==> src/rtl/sdram_pkg.sv <==
// ---------------------------------------------------------------------------
// sdram_pkg
// Shared definitions for the sdram port queue:
//   - state_t       : issue state machine states
//   - sdram_entry_t : queue entry layout {write, addr, data, byte_en} at the
//                     default port widths (21-bit address, 32-bit data)
//   - level_width() : width of an occupancy counter able to hold 0..depth
// ---------------------------------------------------------------------------
package sdram_pkg;

    localparam int DEF_ADDR_WIDTH = 21;
    localparam int DEF_DATA_WIDTH = 32;
    localparam int DEF_DQM_WIDTH  = 4;

    typedef enum logic [1:0] {
        IDLE  = 2'd0,
        ISSUE = 2'd1,
        WAIT  = 2'd2
    } state_t;

    typedef struct packed {
        logic                      write;
        logic [DEF_ADDR_WIDTH-1:0] addr;
        logic [DEF_DATA_WIDTH-1:0] data;
        logic [DEF_DQM_WIDTH-1:0]  byte_en;
    } sdram_entry_t;

    // Occupancy runs 0..depth inclusive, so one bit more than the pointer.
    function automatic int level_width(input int depth);
        return $clog2(depth) + 1;
    endfunction

endpackage

==> src/rtl/sync_fifo.sv <==
// ---------------------------------------------------------------------------
// sync_fifo
// Single-clock FIFO with a registered occupancy count. The head entry is
// presented combinationally on rdata whenever the FIFO is not empty.
// Ports:
//   clk, reset   : clock, synchronous active-high reset (pointers/level only)
//   push, wdata  : write an entry (ignored when full)
//   pop, rdata   : retire the head entry (ignored when empty) / head entry
//   level        : entries currently stored, 0..DEPTH
//   full, empty  : occupancy flags
// ---------------------------------------------------------------------------
module sync_fifo
    import sdram_pkg::*;
#(
    parameter  int WIDTH   = 8,
    parameter  int DEPTH   = 4,
    localparam int PTR_W   = $clog2(DEPTH),
    localparam int LEVEL_W = level_width(DEPTH)
) (
    input  logic               clk,
    input  logic               reset,
    input  logic               push,
    input  logic [WIDTH-1:0]   wdata,
    input  logic               pop,
    output logic [WIDTH-1:0]   rdata,
    output logic [LEVEL_W-1:0] level,
    output logic               full,
    output logic               empty
);

    logic [WIDTH-1:0]   mem [DEPTH];
    logic [PTR_W-1:0]   wr_ptr;
    logic [PTR_W-1:0]   rd_ptr;
    logic [LEVEL_W-1:0] count;
    logic               do_push;
    logic               do_pop;

    assign full    = (count == LEVEL_W'(DEPTH));
    assign empty   = (count == '0);
    assign do_push = push && !full;
    assign do_pop  = pop && !empty;
    assign rdata   = mem[rd_ptr];
    assign level   = count;

    // DEPTH is a power of two, so the pointers wrap naturally.
    always_ff @(posedge clk) begin
        if (reset) begin
            wr_ptr <= '0;
            rd_ptr <= '0;
            count  <= '0;
        end else begin
            if (do_push) begin
                wr_ptr <= wr_ptr + 1'b1;
            end
            if (do_pop) begin
                rd_ptr <= rd_ptr + 1'b1;
            end
            case ({do_push, do_pop})
                2'b10:   count <= count + 1'b1;
                2'b01:   count <= count - 1'b1;
                default: count <= count;
            endcase
        end
    end

    // Storage carries no reset; only the pointers define validity.
    always_ff @(posedge clk) begin
        if (do_push) begin
            mem[wr_ptr] <= wdata;
        end
    end

endmodule

==> src/rtl/sdram_port_queue.sv <==
// ---------------------------------------------------------------------------
// sdram_port_queue
// Per-client command queue in front of one sdram controller port. Commands
// are buffered in a DEPTH-entry FIFO and issued one at a time, in order; read
// data and write completions return to the client as one-cycle pulses. A
// watchdog raises a sticky flag if an issued command never completes.
// Ports:
//   clk, reset                    : clock, synchronous active-high reset
//   req_valid/ready/write/addr/
//   req_data/byte_en              : client command interface
//   rsp_valid, rsp_data           : read data pulse (data held until next)
//   wr_done                       : write completion pulse
//   sdram_addr/data/byte_en/wr/rd : registered command to the controller
//   sdram_available, sdram_ready,
//   sdram_q                       : controller status and read data
//   level                         : entries queued
//   timeout_err                   : sticky watchdog flag
// ---------------------------------------------------------------------------
module sdram_port_queue
    import sdram_pkg::*;
#(
    parameter  int ADDR_WIDTH     = 21,
    parameter  int DATA_WIDTH     = 32,
    parameter  int DQM_WIDTH      = 4,
    parameter  int DEPTH          = 4,
    parameter  int TIMEOUT_CYCLES = 1024,
    localparam int LEVEL_W        = level_width(DEPTH)
) (
    input  logic                  clk,
    input  logic                  reset,
    input  logic                  req_valid,
    output logic                  req_ready,
    input  logic                  req_write,
    input  logic [ADDR_WIDTH-1:0] req_addr,
    input  logic [DATA_WIDTH-1:0] req_data,
    input  logic [DQM_WIDTH-1:0]  req_byte_en,
    output logic                  rsp_valid,
    output logic [DATA_WIDTH-1:0] rsp_data,
    output logic                  wr_done,
    output logic [ADDR_WIDTH-1:0] sdram_addr,
    output logic [DATA_WIDTH-1:0] sdram_data,
    output logic [DQM_WIDTH-1:0]  sdram_byte_en,
    output logic                  sdram_wr,
    output logic                  sdram_rd,
    input  logic                  sdram_available,
    input  logic                  sdram_ready,
    input  logic [DATA_WIDTH-1:0] sdram_q,
    output logic [LEVEL_W-1:0]    level,
    output logic                  timeout_err
);

    localparam int CNT_W = $clog2(TIMEOUT_CYCLES + 1);
    localparam logic [CNT_W-1:0] CNT_LIMIT = CNT_W'(TIMEOUT_CYCLES);
    localparam logic [CNT_W-1:0] CNT_LAST  = CNT_W'(TIMEOUT_CYCLES - 1);

    // Same layout as sdram_entry_t, but sized by this instance's parameters.
    typedef struct packed {
        logic                  write;
        logic [ADDR_WIDTH-1:0] addr;
        logic [DATA_WIDTH-1:0] data;
        logic [DQM_WIDTH-1:0]  byte_en;
    } entry_t;

    entry_t           push_entry;
    entry_t           head;
    logic             fifo_full;
    logic             fifo_empty;
    logic             push;
    logic             issue;
    state_t           state;
    logic             cur_write;
    logic [CNT_W-1:0] wd_cnt;

    assign push_entry = '{write:   req_write,
                          addr:    req_addr,
                          data:    req_data,
                          byte_en: req_byte_en};

    assign req_ready = !fifo_full;
    assign push      = req_valid && !fifo_full;

    // The pop and the load of the sdram_* registers happen on the same edge,
    // so a freshly pushed entry needs one cycle in the FIFO before issue.
    assign issue = (state == IDLE) && !fifo_empty && sdram_available;

    sync_fifo #(
        .WIDTH ($bits(entry_t)),
        .DEPTH (DEPTH)
    ) u_fifo (
        .clk   (clk),
        .reset (reset),
        .push  (push),
        .wdata (push_entry),
        .pop   (issue),
        .rdata (head),
        .level (level),
        .full  (fifo_full),
        .empty (fifo_empty)
    );

    always_ff @(posedge clk) begin
        if (reset) begin
            state         <= IDLE;
            sdram_addr    <= '0;
            sdram_data    <= '0;
            sdram_byte_en <= '0;
            sdram_wr      <= 1'b0;
            sdram_rd      <= 1'b0;
            cur_write     <= 1'b0;
            rsp_valid     <= 1'b0;
            rsp_data      <= '0;
            wr_done       <= 1'b0;
            wd_cnt        <= '0;
            timeout_err   <= 1'b0;
        end else begin
            rsp_valid <= 1'b0;
            wr_done   <= 1'b0;
            unique case (state)
                IDLE: begin
                    if (issue) begin
                        sdram_addr    <= head.addr;
                        sdram_data    <= head.data;
                        sdram_byte_en <= head.byte_en;
                        sdram_wr      <= head.write;
                        sdram_rd      <= !head.write;
                        cur_write     <= head.write;
                        state         <= ISSUE;
                    end
                end
                ISSUE: begin
                    sdram_wr <= 1'b0;
                    sdram_rd <= 1'b0;
                    wd_cnt   <= '0;
                    state    <= WAIT;
                end
                WAIT: begin
                    if (sdram_ready) begin
                        if (cur_write) begin
                            wr_done <= 1'b1;
                        end else begin
                            rsp_valid <= 1'b1;
                            rsp_data  <= sdram_q;
                        end
                        state <= IDLE;
                    end else if (wd_cnt != CNT_LIMIT) begin
                        // Saturate at the limit; the flag stays until reset.
                        wd_cnt <= wd_cnt + 1'b1;
                        if (wd_cnt == CNT_LAST) begin
                            timeout_err <= 1'b1;
                        end
                    end
                end
                default: state <= IDLE;
            endcase
        end
    end

endmodule
==> config.mk <==
export PLATFORM = sky130hd
export DESIGN_NAME = sdram_port_queue
export DESIGN_NICKNAME = d
export VERILOG_FILES = /design/src/rtl/sdram_pkg.sv /design/src/rtl/sync_fifo.sv /design/src/rtl/sdram_port_queue.sv
export SDC_FILE = /design/constraint.sdc
export NUM_CORES = 1
export LEC_CHECK = 0
export CAP_MARGIN = 40
export CORE_MARGIN = 2
export CORE_UTILIZATION = 28
export DETAILED_ROUTE_END_ITERATION = 12
export SETUP_SLACK_MARGIN = 0.2
export SLEW_MARGIN = 30
export SYNTH_ARGS = -nofsm -noshare
export SYNTH_HDL_FRONTEND = slang
export SYNTH_HIERARCHICAL = 1
export SYNTH_SLANG_ARGS = --single-unit
==> constraint.sdc <==
create_clock -name clk -period 2.9 [get_ports clk]
set_clock_uncertainty 0.1 [all_clocks]
set_input_delay 0.58 -clock clk [delete_from_list [all_inputs] [get_ports clk]]
set_output_delay 0.58 -clock clk [all_outputs]
set_load 0.02 [all_outputs]
==> summary.txt, run 1 <==
Setup path
  – Crit-path slowest cell: or4b_4
  – Max Fanout on Critical Path: 2
  – CP arrival: 3.00 ns
  – Setup CP Type: input port to register
  – Critical Path RT: 3.28 ns
  – Most frequent CP cell: inv_1
  – Cell family with most CP delay: simple AND/OR/NAND/NOR gates
  – CP max stage delay: 0.50 ns
  – Critical path cell sequence: clkdlybuf4s50_1 -> or4b_4 -> inv_2 -> o31ai_1 -> inv_1 -> ha_2 -> inv_1 -> fa_2 -> xor2_1 -> or3_1 -> a21oi_2
  – Critical Path End Type: register
  – CP Launch Type: input port
  – Crit path buffers/inverters: 4

Power
  – Cell Pwr Density: 820 nW/um^2
  – Leak pwr: 5.42 nW
  – Max VDD drop: 0.000550 V

Die
  – Core Region: 45,300 sq um
  – I/O Pins: 193
  – Row cnt: 78
  – Die area: 47,600 sq um
  – Starting density of the core: 0.284
  – Die height: 218 um
  – Die Wd: 218 um

Placement
  – Gpl congestion: 0.709
  – Setup slack at placement: -0.228 ns
  – Port bufs: 192
  – Dpl hpwl: 17.9 mm

Timing
  – Fmax: 382 MHz
  – Slew Viols, Final: 0
  – Setup ws final: 0.280 ns
  – Final worst path period share: 0.904
  – Count of final hold-check violations: 0
  – Final hold slack: 0.341 ns
  – Worst slew pin tran: 0.800 ns
  – RSZ-0062 raised after global routing: yes
  – Post-layout min period: 2.62 ns
  – Slew margin rel.: 0.465
  – Final setup fails: 0

Flow run
  – Max Cap Viol: 0

Synthesis
  – Avg Inst Size Synth: 15.1 sq um
  – Yosys warns: 6
  – Gate Count Post-Synth: 848
  – Yosys cell types: 51
  – Post-synth EDFFs: 232
  – Post-Syn Nets: 951
  – Post-synthesis sequential area ratio: 0.725
  – #FFs+latches synth: 349
  – Ys flop type: edfxtp_1
  – Post-Syn Area: 12,800 sq um
  – Ys async rst share: 0

Global route
  – First-pass GRT wire length: 45.0 mm
  – Pin count of the biggest net entering global routing: 63
  – Total Routing Usage GR: 0.124
  – Initial antenna violation count: 1
  – Gr ovfl total: 0
  – Vias in the first global route: 7,836

Final layout
  – Final net count: 1,167
  – Final core occ: 0.374
  – Diodes inserted: 0
  – Area growth, synth to finish: 32.0%
  – Share of layout cells above drive strength 1: 0.153

Drt
  – Vias: 7,635
  – First DRT Iteration DRCs: 376
  – DRC: 0
  – DR pass1 iterations: 4
  – Wirelength per Cell: 17.3 um
  – WL final: 29.3 mm
  – Vias per inst: 4.50
  – Post-DRT Antenna Nets: 0

Clock network
  – Clock-pin slew of the registers on the worst-case setup and hold paths: 0.06 ns
  – H-tree levels: 2
  – Inserted Clock Buffers: 39
  – Clock latency on the worst-skew pair: 0.55 ns
  – TritonCTS clock tree: yes
  – Post-CTS Hold Buffers: 0
  – Clock sinks: 349
  – CTS root buf: clkbuf_16
  – Max Buffers Root-to-Sink: 3

Worst hold path
  – Hold WC Path Type: input port to register

Outcome
  – Status: finished clean
==> metrics by stage <==
stage | total power [mW] | setup TNS (ns) | area (sq um) | cells
4_1_cts | 14.1 | 0 | 16900 | 1690
3_5_place_dp | 9.18 | -0.675 | 15600 | 1618
2_1_floorplan | 7.92 | 0 | 12800 | 848
6_report | 13.9 | 0 | 17000 | 1695
3_3_place_gp | 9.14 | -0.639 | 15600 | 1618
5_1_grt | 14.6 | 0 | 17000 | 1695
==> cells in the mapped netlist, drive strengths merged, types with 5 or more instances <==
| master | n | area (sq um) |
|---|---|---|
| buf | 21 | 168 |
| a21oi | 102 | 510 |
| nand2b | 6 | 37.5 |
| ha | 7 | 87.6 |
| nor2 | 12 | 45.0 |
| edfxtp | 232 | 6970 |
| mux4 | 58 | 1310 |
| inv | 14 | 52.6 |
| clkbuf | 28 | 105 |
| dfxtp | 117 | 2340 |
| nand4 | 5 | 31.3 |
| nand3 | 7 | 35.0 |
| nand2 | 187 | 704 |
==> flip-flops by register name, summed over array words and instances, names as in the netlist, 3 cells and up, named ones only <==
name           flops
u_fifo/mem       232
rsp_data          32
sdram_data        32
sdram_addr        21
wd_cnt            11
sdram_byte_en      4
u_fifo/level       3
==> placed cells by master (no fill, tap or decap), types with 4 or more instances in the layout <==
cell,instances
edfxtp_1,232
clkdlybuf4s50_1,191
buf_4,21
inv_1,13
nand3_1,7
nand4_1,5
and2_4,4
nand2b_1,6
buf_12,12
ha_1,6
xor2_1,4
clkbuf_1,20
a21oi_1,101
clkbuf_16,42
dfxtp_4,5
dfxtp_1,112
mux4_2,58
nand2_1,186
or3_1,4
nor2_1,12
==> kinds of logic (layout without fill, tap and decap cells) <==
family	count (synthesis)	after routing	synth area share
xor gates and xnor gates	4	4	0.00273
adders and majority gates	8	8	0.00838
AOI/OAI and AO/OA	118	118	0.0514
DFF	349	349	0.725
muxes	59	59	0.103
buffers and inverters	63	310	0.0253
and+or+nand+nor	247	247	0.0847
==> final cells by class <==
cell class / count / area, sq um
Clock inverter: 8 / 111
Sequential cell: 349 / 9330
Fill cell: 4331 / 28300
Tap cell: 600 / 751
Timing Repair Buffer: 224 / 2310
Multi-Input combinational cell: 436 / 3250
Clock buffer: 64 / 1150
Inverter: 14 / 52.6
==> layer usage <==
metal  track usage  share of wire
met1         0.153           0.43
met2         0.205           0.47
met3        0.0391          0.077
met4        0.0415          0.021
met5             0        0.00027
==> path summary, 6_finish.rpt <==
kind	startpoint	endpoint	slack (ns)	cells past startpoint
worst max-delay path	sdram_available	u_fifo/level[2]$_SDFFE_PP0P_	0.28	11
worst min-delay path	reset	state[0]$_SDFFE_PP0P_	0.34	2
worst max register to register	u_fifo/level[1]$_SDFFE_PP0P_	u_fifo/level[2]$_SDFFE_PP0P_	0.29	11
worst min register to register	rsp_data[16]$_SDFFE_PP0P_	rsp_data[16]$_SDFFE_PP0P_	0.35	2
==> power by group <==
part / internal, mW / total (mW) / leakage (nW) / switching, mW
sequential: 5.92 / 6.21 / 3.08 / 0.288
clock: 2.90 / 4.82 / 0.607 / 1.92
combinational: 1.33 / 2.88 / 1.73 / 1.54
==> repair_timing <==
action,in CTS,in global routing
endpoints found under the setup margin,0,4
gates resized for setup,0,8
setup buffers,0,4
No activity file was read; power rests on OpenSTA's default activity.
==> run 2, diff against run 1 <==
Settings changed: CAP_MARGIN 40 to 20.
==> run 2 against run 1 <==
Worst setup slack got worse by 0.0050 ns. Sequential share of layout area rose by 0.065 points. First-iteration DRC count is 2.1% higher. Highest routed layer unchanged. Largest power group unchanged. Utilization about the same. Combinational power is essentially flat. Flip-flop and latch count stayed put.
==> summary.txt, run 2 (same netlist as run 1, synthesis figures left out) <==
Setup path
  – R2r worst-path depth: 11
  – Max Fanout on Critical Path: 2
  – CP arrival: 3.01 ns
  – Critical Path End Type: register
  – Critical Path RT: 3.28 ns
  – Setup CP Type: input port to register
  – Most frequent CP cell: inv_1
  – CP Launch Type: input port
  – Crit-path slowest cell: or4b_4
  – Critical path cell sequence: clkdlybuf4s50_1 -> or4b_4 -> inv_2 -> o31ai_1 -> inv_1 -> ha_2 -> inv_1 -> fa_2 -> xor2_1 -> or3_1 -> a21oi_2
  – CP max stage delay: 0.50 ns

Final layout
  – Area growth, synth to finish: 31.9%
  – Multi-input logic area: 3250 sq um
  – Share of layout cells above drive strength 1: 0.152
  – Max FFs per register: 232
  – Most frequent cells in the layout: edfxtp_1 (232), clkdlybuf4s50_1 (191), nand2_1 (186)
  – Most common cell after layout, fill and taps aside: edfxtp_1
  – Diodes inserted: 0
  – FF/Latch Area: 9330 sq um
  – Biggest regs: u_fifo/mem x232, rsp_data x32, sdram_data x32
  – Fillers: 4,333
  – Top reg by flops: u_fifo/mem
  – Final net count: 1,166
  – Design Area, Final: 16,900 sq um

Clock network
  – H-tree levels: 2
  – Post-CTS Hold Buffers: 0
  – Clock-pin slew of the registers on the worst-case setup and hold paths: 0.06 ns
  – Clock latency on the worst-skew pair: 0.55 ns
  – TritonCTS clock tree: yes
  – CTS root buf: clkbuf_16
  – Max Buffers Root-to-Sink: 3
  – Clock sinks: 349
  – Inserted Clock Buffers: 39

Drt
  – DRC: 0
  – First DRT Iteration DRCs: 384
  – Wirelength per Cell: 17.3 um
  – Vias: 7,631
  – Post-DRT Antenna Nets: 0
  – DR pass1 iterations: 4
  – WL final: 29.3 mm
  – Vias per inst: 4.50

Timing
  – Worst slew pin tran: 0.812 ns
  – Final worst path period share: 0.905
  – Slew margin rel.: 0.459
  – Fmax: 381 MHz
  – Post-layout min period: 2.63 ns
  – Setup ws final: 0.275 ns
  – Slew Viols, Final: 0
  – Count of final hold-check violations: 0
  – RSZ-0062 raised after global routing: yes
  – Final setup fails: 0

Flow run
  – Max Cap Viol: 0

Die
  – Row cnt: 78
  – Core Region: 45,300 sq um
  – Die Wd: 218 um
  – I/O Pins: 193
  – Die area: 47,600 sq um
  – Starting density of the core: 0.284
  – Die height: 218 um

Global route
  – First-pass GRT wire length: 45.0 mm
  – Pin count of the biggest net entering global routing: 63
  – Vias in the first global route: 7,836
  – Initial antenna violation count: 1
  – Gr ovfl total: 0
  – Total Routing Usage GR: 0.124

Power
  – Cell Pwr Density: 820 nW/um^2
  – Max VDD drop: 0.000554 V
  – Leak pwr: 5.41 nW

Placement
  – Setup slack at placement: -0.228 ns
  – Gpl congestion: 0.709
  – Placed instance area: 15,600 sq um
  – Port bufs: 192
  – Dpl hpwl: 17.9 mm

Worst hold path
  – Hold Path Depth: 2
  – Hold WC Path Type: input port to register

Outcome
  – Status: finished clean
run 2: where the power goes:
part / leakage (nW) / internal [mW] / total, mW / switching, mW
Sequential: 3.08 / 5.92 / 6.21 / 0.289
Clock: 0.607 / 2.90 / 4.82 / 1.92
Combinational: 1.72 / 1.31 / 2.85 / 1.54
Total: 5.41 / 10.1 / 13.9 / 3.75
run 2: per-stage QoR:
| step | cells | setup TNS (ns) | total power, mW | util | hold slack, ns |
|---|---|---|---|---|---|
| after global placement | 1618 | -0.639 | 9.14 | 0.345 | 0.343 |
| after detailed placement | 1618 | -0.675 | 9.18 | 0.345 | 0.347 |
| after global routing | 1694 | 0 | 14.6 | 0.374 | 0.340 |
| final | 1694 | 0 | 13.9 | 0.374 | 0.345 |
| after CTS | 1690 | 0 | 14.1 | 0.373 | 0.309 |
| after floorplan | 848 | 0 | 7.92 | - | 0.354 |
run 2: area by class of cell:
| cell class | instances | share of cell area |
|---|---|---|
| multi-input combinational | 436 | 0.192 |
| timing repair buffer | 223 | 0.135 |
| tap | 600 | 0.0443 |
| clock inverter | 8 | 0.00658 |
| inverter | 14 | 0.00310 |
| clock buffer | 64 | 0.0678 |
| sequential | 349 | 0.551 |
run 2: routing by layer:
metal / up-vias / track usage / part of all wire
met2: 225 / 0.205 / 0.47
met3: 53 / 0.0391 / 0.077
met4: 2 / 0.0415 / 0.021
met5: - / 0 / 0.00027
li1: 3568 / - / -
met1: 3783 / 0.153 / 0.43
run 2: final timing paths:
kind / start / endpoint / slack (ns)
worst max-delay path: sdram_available / u_fifo/level[2]$_SDFFE_PP0P_ / 0.27
worst max register to register: u_fifo/level[1]$_SDFFE_PP0P_ / u_fifo/level[2]$_SDFFE_PP0P_ / 0.28
worst min-delay path: reset / state[0]$_SDFFE_PP0P_ / 0.34
worst min register to register: rsp_data[16]$_SDFFE_PP0P_ / rsp_data[16]$_SDFFE_PP0P_ / 0.35
run 2: repair_timing:
action | 4_1_cts | 5_1_grt
buffers inserted | 0 | 4
gates resized for setup | 0 | 8
endpoints found under the setup margin | 0 | 4
run 2: critical path: cells and delay by family:
family / cells / cell delay [ns]
and+or+nand+nor: 2 / 0.88
buffers and inverters: 4 / 0.67
adders and majority gates: 2 / 0.51
AOI/OAI and AO/OA: 2 / 0.21
xor gates and xnor gates: 1 / 0.15
==> variant 1 (config.mk and constraints of run 1) <==
Compare `wd_cnt` against `CNT_LAST` with >= in place of ==.
--- a/src/rtl/sdram_port_queue.sv
+++ b/src/rtl/sdram_port_queue.sv
@@ -146,5 +146,5 @@
                         // Saturate at the limit; the flag stays until reset.
                         wd_cnt <= wd_cnt + 1'b1;
-                        if (wd_cnt == CNT_LAST) begin
+                        if (wd_cnt >= CNT_LAST) begin
                             timeout_err <= 1'b1;
                         end
Formal check against the unedited RTL: no difference found for any inputs over 4 cycles, from zero or initial values and one cycle with reset high; that may be too few to reach the edited logic, so the function may still have changed.
==> variant 1 against run 1 <==
Area after synthesis fell by 0.78%. Power fell by 0.11%. Maximum frequency rose by 3.2%. Cell area fell by 1.1%. Sequential share of layout area rose by 0.59 points. Worst setup slack improved by 0.080 ns. Critical path depth did not move. Die area fell by 0.76%. Wire length fell by 2.9%. Via count fell by 2.8%. Sequential cell count did not move. Core utilization fell by 0.35 points. Non-clock buffer count fell by 9. Global-route usage fell by 0.29 points. Critical endpoint unchanged. Largest cell class unchanged. Largest power group unchanged.
==> variant 1: results (changes against run 1) <==
Status:
- Status: complete, no violations (unchanged).

Pwr:
- The leakage dissipation is 5.37 nW (was 5.42 nW).
- The highest ir drop seen on vdd is 0.000371 V (was 0.000550 V).

Drt:
- The met1 wire length is 12500 um (was 12700 um).
- The via-per-instance ratio is 4.41 (was 4.50).
- The violation count after the first detailed-route iteration is 332 (was 376).
- The detailed route wirelength on metal2 was 13700 um (was 13600 um).
- The final routed wirelength across all metal layers is 28400 um (was 29300 um).
- The length of routed met3 wiring came to 1590 um (was 2270 um).

Synthesis:
- The adder-cell share of the synthesized area was 0.845% (was 0.838%).
- The sequential-to-total area share from yosys stat is 73.1% (was 72.5%).
- The multiplexer share of the synthesized area is 10.3% (about the same).
- The number of different library cells in the post-synthesis netlist was 38 (was 51).
- The area share of xor/xnor cells in the synthesized design was 0.619% (was 0.273%).
- Top cells by area in the synthesized netlist: sky130_fd_sc_hd__edfxtp_1, sky130_fd_sc_hd__dfxtp_1, sky130_fd_sc_hd__mux4_2, sky130_fd_sc_hd__nand2_1, sky130_fd_sc_hd__a21oi_1 (unchanged).
- The synthesized-area fraction occupied by ao, oa, aoi and oai cells is 4.49% (was 5.14%).
- The gate count after technology mapping is 841 (was 848).
- Most instantiated cells after synthesis: sky130_fd_sc_hd__edfxtp_1, sky130_fd_sc_hd__nand2_1, sky130_fd_sc_hd__dfxtp_1 (unchanged).

GRT:
- The total routing usage reported by global routing is 12.1% (was 12.4%).
- The first-pass GRT wire length is 43800 um (was 45000 um).
- The number of global-route vias before repair is 7632 (was 7836).

Layout:
- The number of cells in the finished layout apart from fillers came to 1682 (was 1695).
- The number of nets at the end of the flow was 1154 (was 1167).
- The count of filler cells inserted in the layout is 4293 (was 4331).
- The layout cell share with drive strength beyond 1 came to 14.8% (was 15.3%).

Setup path:
- The source of the worst register-to-register timing path is u_fifo/level[0] (was u_fifo/level[1]).
- The critical path arrival is 2.90 ns (was 3.00 ns).
- The largest fanout on the critical path is 6 (was 2).

STA:
- The measured slew at the worst slew-check pin is 0.652 ns (was 0.800 ns).

Place:
- The number of instances in the placed design is 1609 (was 1618).
- The HPWL after detailed placement came to 16900 um (was 17900 um).
- The worst setup timing slack at the placement stage is -0.157 ns (was -0.228 ns).

Min path:
- The terminating pin of the worst hold path is timeout_err (was state[0]).
==> variant 1: report_power, final <==
| part | leakage [nW] | internal, mW | switching [mW] | total [mW] |
|---|---|---|---|---|
| Clock | 0.636 | 2.97 | 1.96 | 4.93 |
| Sequential | 3.08 | 5.91 | 0.294 | 6.20 |
| Combinational | 1.65 | 1.28 | 1.48 | 2.75 |
==> variant 1: final cells by class <==
type	count	area (um^2)	area share, %
Multi-Input combinational cell	432	3140	18.7
Inverter	14	55.1	0.328
Sequential cell	349	9320	55.6
Tap cell	600	751	4.48
Clock buffer	55	1120	6.67
Clock inverter	17	179	1.07
Timing Repair Buffer	215	2200	13.1
==> variant 1: through the flow <==
stage | hold WS [ns] | instance area (um^2) | TNS, ns | utilization (%)
floorplan | 0.353 | 12800 | 0 | -
global placement | 0.341 | 15400 | -0.128 | 34.2
detailed placement | 0.341 | 15400 | -0.162 | 34.2
CTS | 0.349 | 16700 | 0 | 37.0
global route | 0.370 | 16800 | 0 | 37.1
finish | 0.347 | 16800 | 0 | 37.1
==> variant 1: worst max-delay path by stage <==
| stage | from | end | slack, ns | cells past startpoint |
|---|---|---|---|---|
| after CTS | u_fifo/level[0] | u_fifo/level[2] | 0.34 | 11 |
| after global placement | sdram_available | u_fifo/level[2] | -0.13 | 11 |
| final | u_fifo/level[0] | u_fifo/level[2] | 0.36 | 11 |
| after detailed placement | sdram_available | u_fifo/level[2] | -0.16 | 11 |
| after floorplan | sdram_available | u_fifo/level[2] | 0.16 | 12 |
| after global routing | u_fifo/level[1] | u_fifo/level[2] | 0.23 | 11 |
==> variant 1: logic make-up after synthesis <==
logic type | after synthesis
compound gates | 111
flops | 349
fa+ha+maj | 8
mux | 59
xor+xnor | 9
simple gates | 245
buf+inv | 60
==> variant 1: what timing repair did <==
action | in CTS | in global routing
endpoints found under the setup margin | 1 | 0
hold endpoints to repair | 0 | 0
gates resized for setup | 1 | 0
==> variant 1: worst max-delay path: cells and delay by family, from the launching register on <==
kind	cells	cell delay [ns]
xor+xnor	1	0.15
simple gates	3	0.92
fa+ha+maj	2	0.50
compound gates	2	0.20
flops	1	0.39
buf+inv	3	0.19
==> variant 1: routing by layer <==
metal | GRT usage (%) | up-vias
met5 | 0 | -
met3 | 3.03 | 41
met1 | 15.3 | 3717
met4 | 4.38 | 2
met2 | 20.1 | 158
li1 | - | 3504
==> variant 2 (config.mk and constraints of run 1) <==
Without the edit above. The parameter `TIMEOUT_CYCLES` goes from 1024 to 2048.
--- a/src/rtl/sdram_port_queue.sv
+++ b/src/rtl/sdram_port_queue.sv
@@ -24,5 +24,5 @@
     parameter  int DQM_WIDTH      = 4,
     parameter  int DEPTH          = 4,
-    parameter  int TIMEOUT_CYCLES = 1024,
+    parameter  int TIMEOUT_CYCLES = 2048,
     localparam int LEVEL_W        = level_width(DEPTH)
 ) (
Formal check against the unedited RTL: same outputs for any inputs over 4 cycles, from zero or initial values and one cycle with reset high; that may be too few to reach the edited logic, so the function may still have changed.
==> variant 2 against run 1 <==
Cell area barely moved. Area after synthesis rose by 0.30%. Power fell by 1.0%. Synthesized cell count rose by 1.8%. Worst setup slack improved by 0.066 ns. Wire length rose by 2.5%. Non-clock buffer count fell by 2. Sequential cell count rose by 1. Largest power group unchanged.
==> variant 2: results (changes against run 1) <==
Status:
- Status: complete, no violations (unchanged).

GRT:
- The first-pass GRT wire length is 46000 um (was 45000 um).
- The total routing usage reported by global routing is 12.7% (was 12.4%).
- The met1 track utilization from global routing came to 15.3% (about the same).
- The initial antenna violation count came to 6 (was 1).
- The met2 layer usage reported by global route is 20.8% (was 20.5%).
- The number of global-route vias before repair is 8062 (was 7836).
- The met3 routing resource usage after global routing is 4.61% (was 3.91%).

Place:
- The number of instances in the placed design was 1635 (was 1618).

Min path:
- The path category of the worst min-delay check is reg2reg (was in2reg).

Drt:
- The average wire per cell in the routed design was 17.5 um (was 17.3 um).
- The violation count after the first detailed-route iteration is 407 (was 376).
- The length of routed met3 wiring is 2860 um (was 2270 um).
- The met1 wire length was 12300 um (was 12700 um).
- The via count of the routed design is 7778 (was 7635).

Synthesis:
- The number of different library cells in the post-synthesis netlist was 45 (was 51).
- Top cells by area in the synthesized netlist: sky130_fd_sc_hd__edfxtp_1, sky130_fd_sc_hd__dfxtp_1, sky130_fd_sc_hd__mux4_2, sky130_fd_sc_hd__nand2_1, sky130_fd_sc_hd__a21oi_1 (unchanged).
- The gate count after technology mapping is 863 (was 848).
- The sequential-to-total area share from yosys stat is 72.4% (was 72.5%).

CTS:
- The clock latency on the worst-skew pair is 0.57 ns (was 0.55 ns).
- The number of buffers created by CTS is 40 (was 39).

Pwr:
- The power dissipated in the clock network was 4.75 mW (was 4.82 mW).
- The fraction of power spent switching nets came to 27.8% (was 27.0%).
- The relative contribution of combinational cells to total power is 20.5% (was 20.7%).
- The highest ir drop seen on vdd was 0.000640 V (was 0.000550 V).

Setup path:
- The largest fanout on the critical path is 6 (was 2).
- The critical path arrival was 1.87 ns (was 3.00 ns).

Layout:
- The layout cell share with drive strength beyond 1 is 14.3% (was 15.3%).
- The number of nets at the end of the flow is 1181 (was 1167).

STA:
- The worst max-slew margin expressed relative to the limit came to 46.0% (was 46.5%).
## variant 2: path summary, 6_finish.rpt
| kind | start | endpoint | slack (ns) | cells past startpoint |
|---|---|---|---|---|
| worst max-delay path | u_fifo/level[2] | req_ready | 0.35 | 3 |
| worst min-delay path | rsp_data[1] | rsp_data[1] | 0.35 | 2 |
| worst max register to register | u_fifo/level[2] | u_fifo/level[2] | 0.35 | 11 |
| worst min register to register | rsp_data[1] | rsp_data[1] | 0.35 | 2 |
## variant 2: cell families (layout without fill, tap and decap cells)
logic type	Yosys count	after routing	synth area share [%]
flip-flops	350	350	72.4
AND/OR/NAND/NOR	245	245	8.08
AO/OA/AOI/OAI	132	132	5.71
buffers and inverters	66	313	2.51
multiplexers	59	59	10.2
adder cells (fa/ha/maj)	8	8	0.835
XOR/XNOR	3	3	0.204
## variant 2: final cells by class
| class | count | area [um^2] |
|---|---|---|
| multi-input cells | 447 | 3240 |
| inverters | 17 | 63.8 |
| clock inverters | 15 | 124 |
| fillers | 4336 | 28400 |
| flip-flops and latches | 350 | 9350 |
| well taps | 600 | 751 |
| repair buffers | 222 | 2310 |
| clock buffers | 59 | 1120 |
## variant 2: critical path, cell delays in order, from the launching register on
cell and delay [ns]:
sky130_fd_sc_hd__dfxtp_2 0.39, sky130_fd_sc_hd__nor3b_1 0.32, sky130_fd_sc_hd__inv_1 0.07, sky130_fd_sc_hd__clkdlybuf4s50_1 0.54
## variant 2: metrics by stage
step	cell area [um^2]	setup WS [ns]	hold slack (ns)	total power [mW]	utilization (%)
after detailed placement	15700	-0.294	0.346	9.15	34.6
after floorplan	12900	-0.0155	0.349	7.92	-
after global placement	15700	-0.297	0.342	9.12	34.6
after global routing	17000	0.218	0.369	14.5	37.4
after CTS	16900	0.281	0.354	14.0	37.3
final	17000	0.346	0.351	13.8	37.4
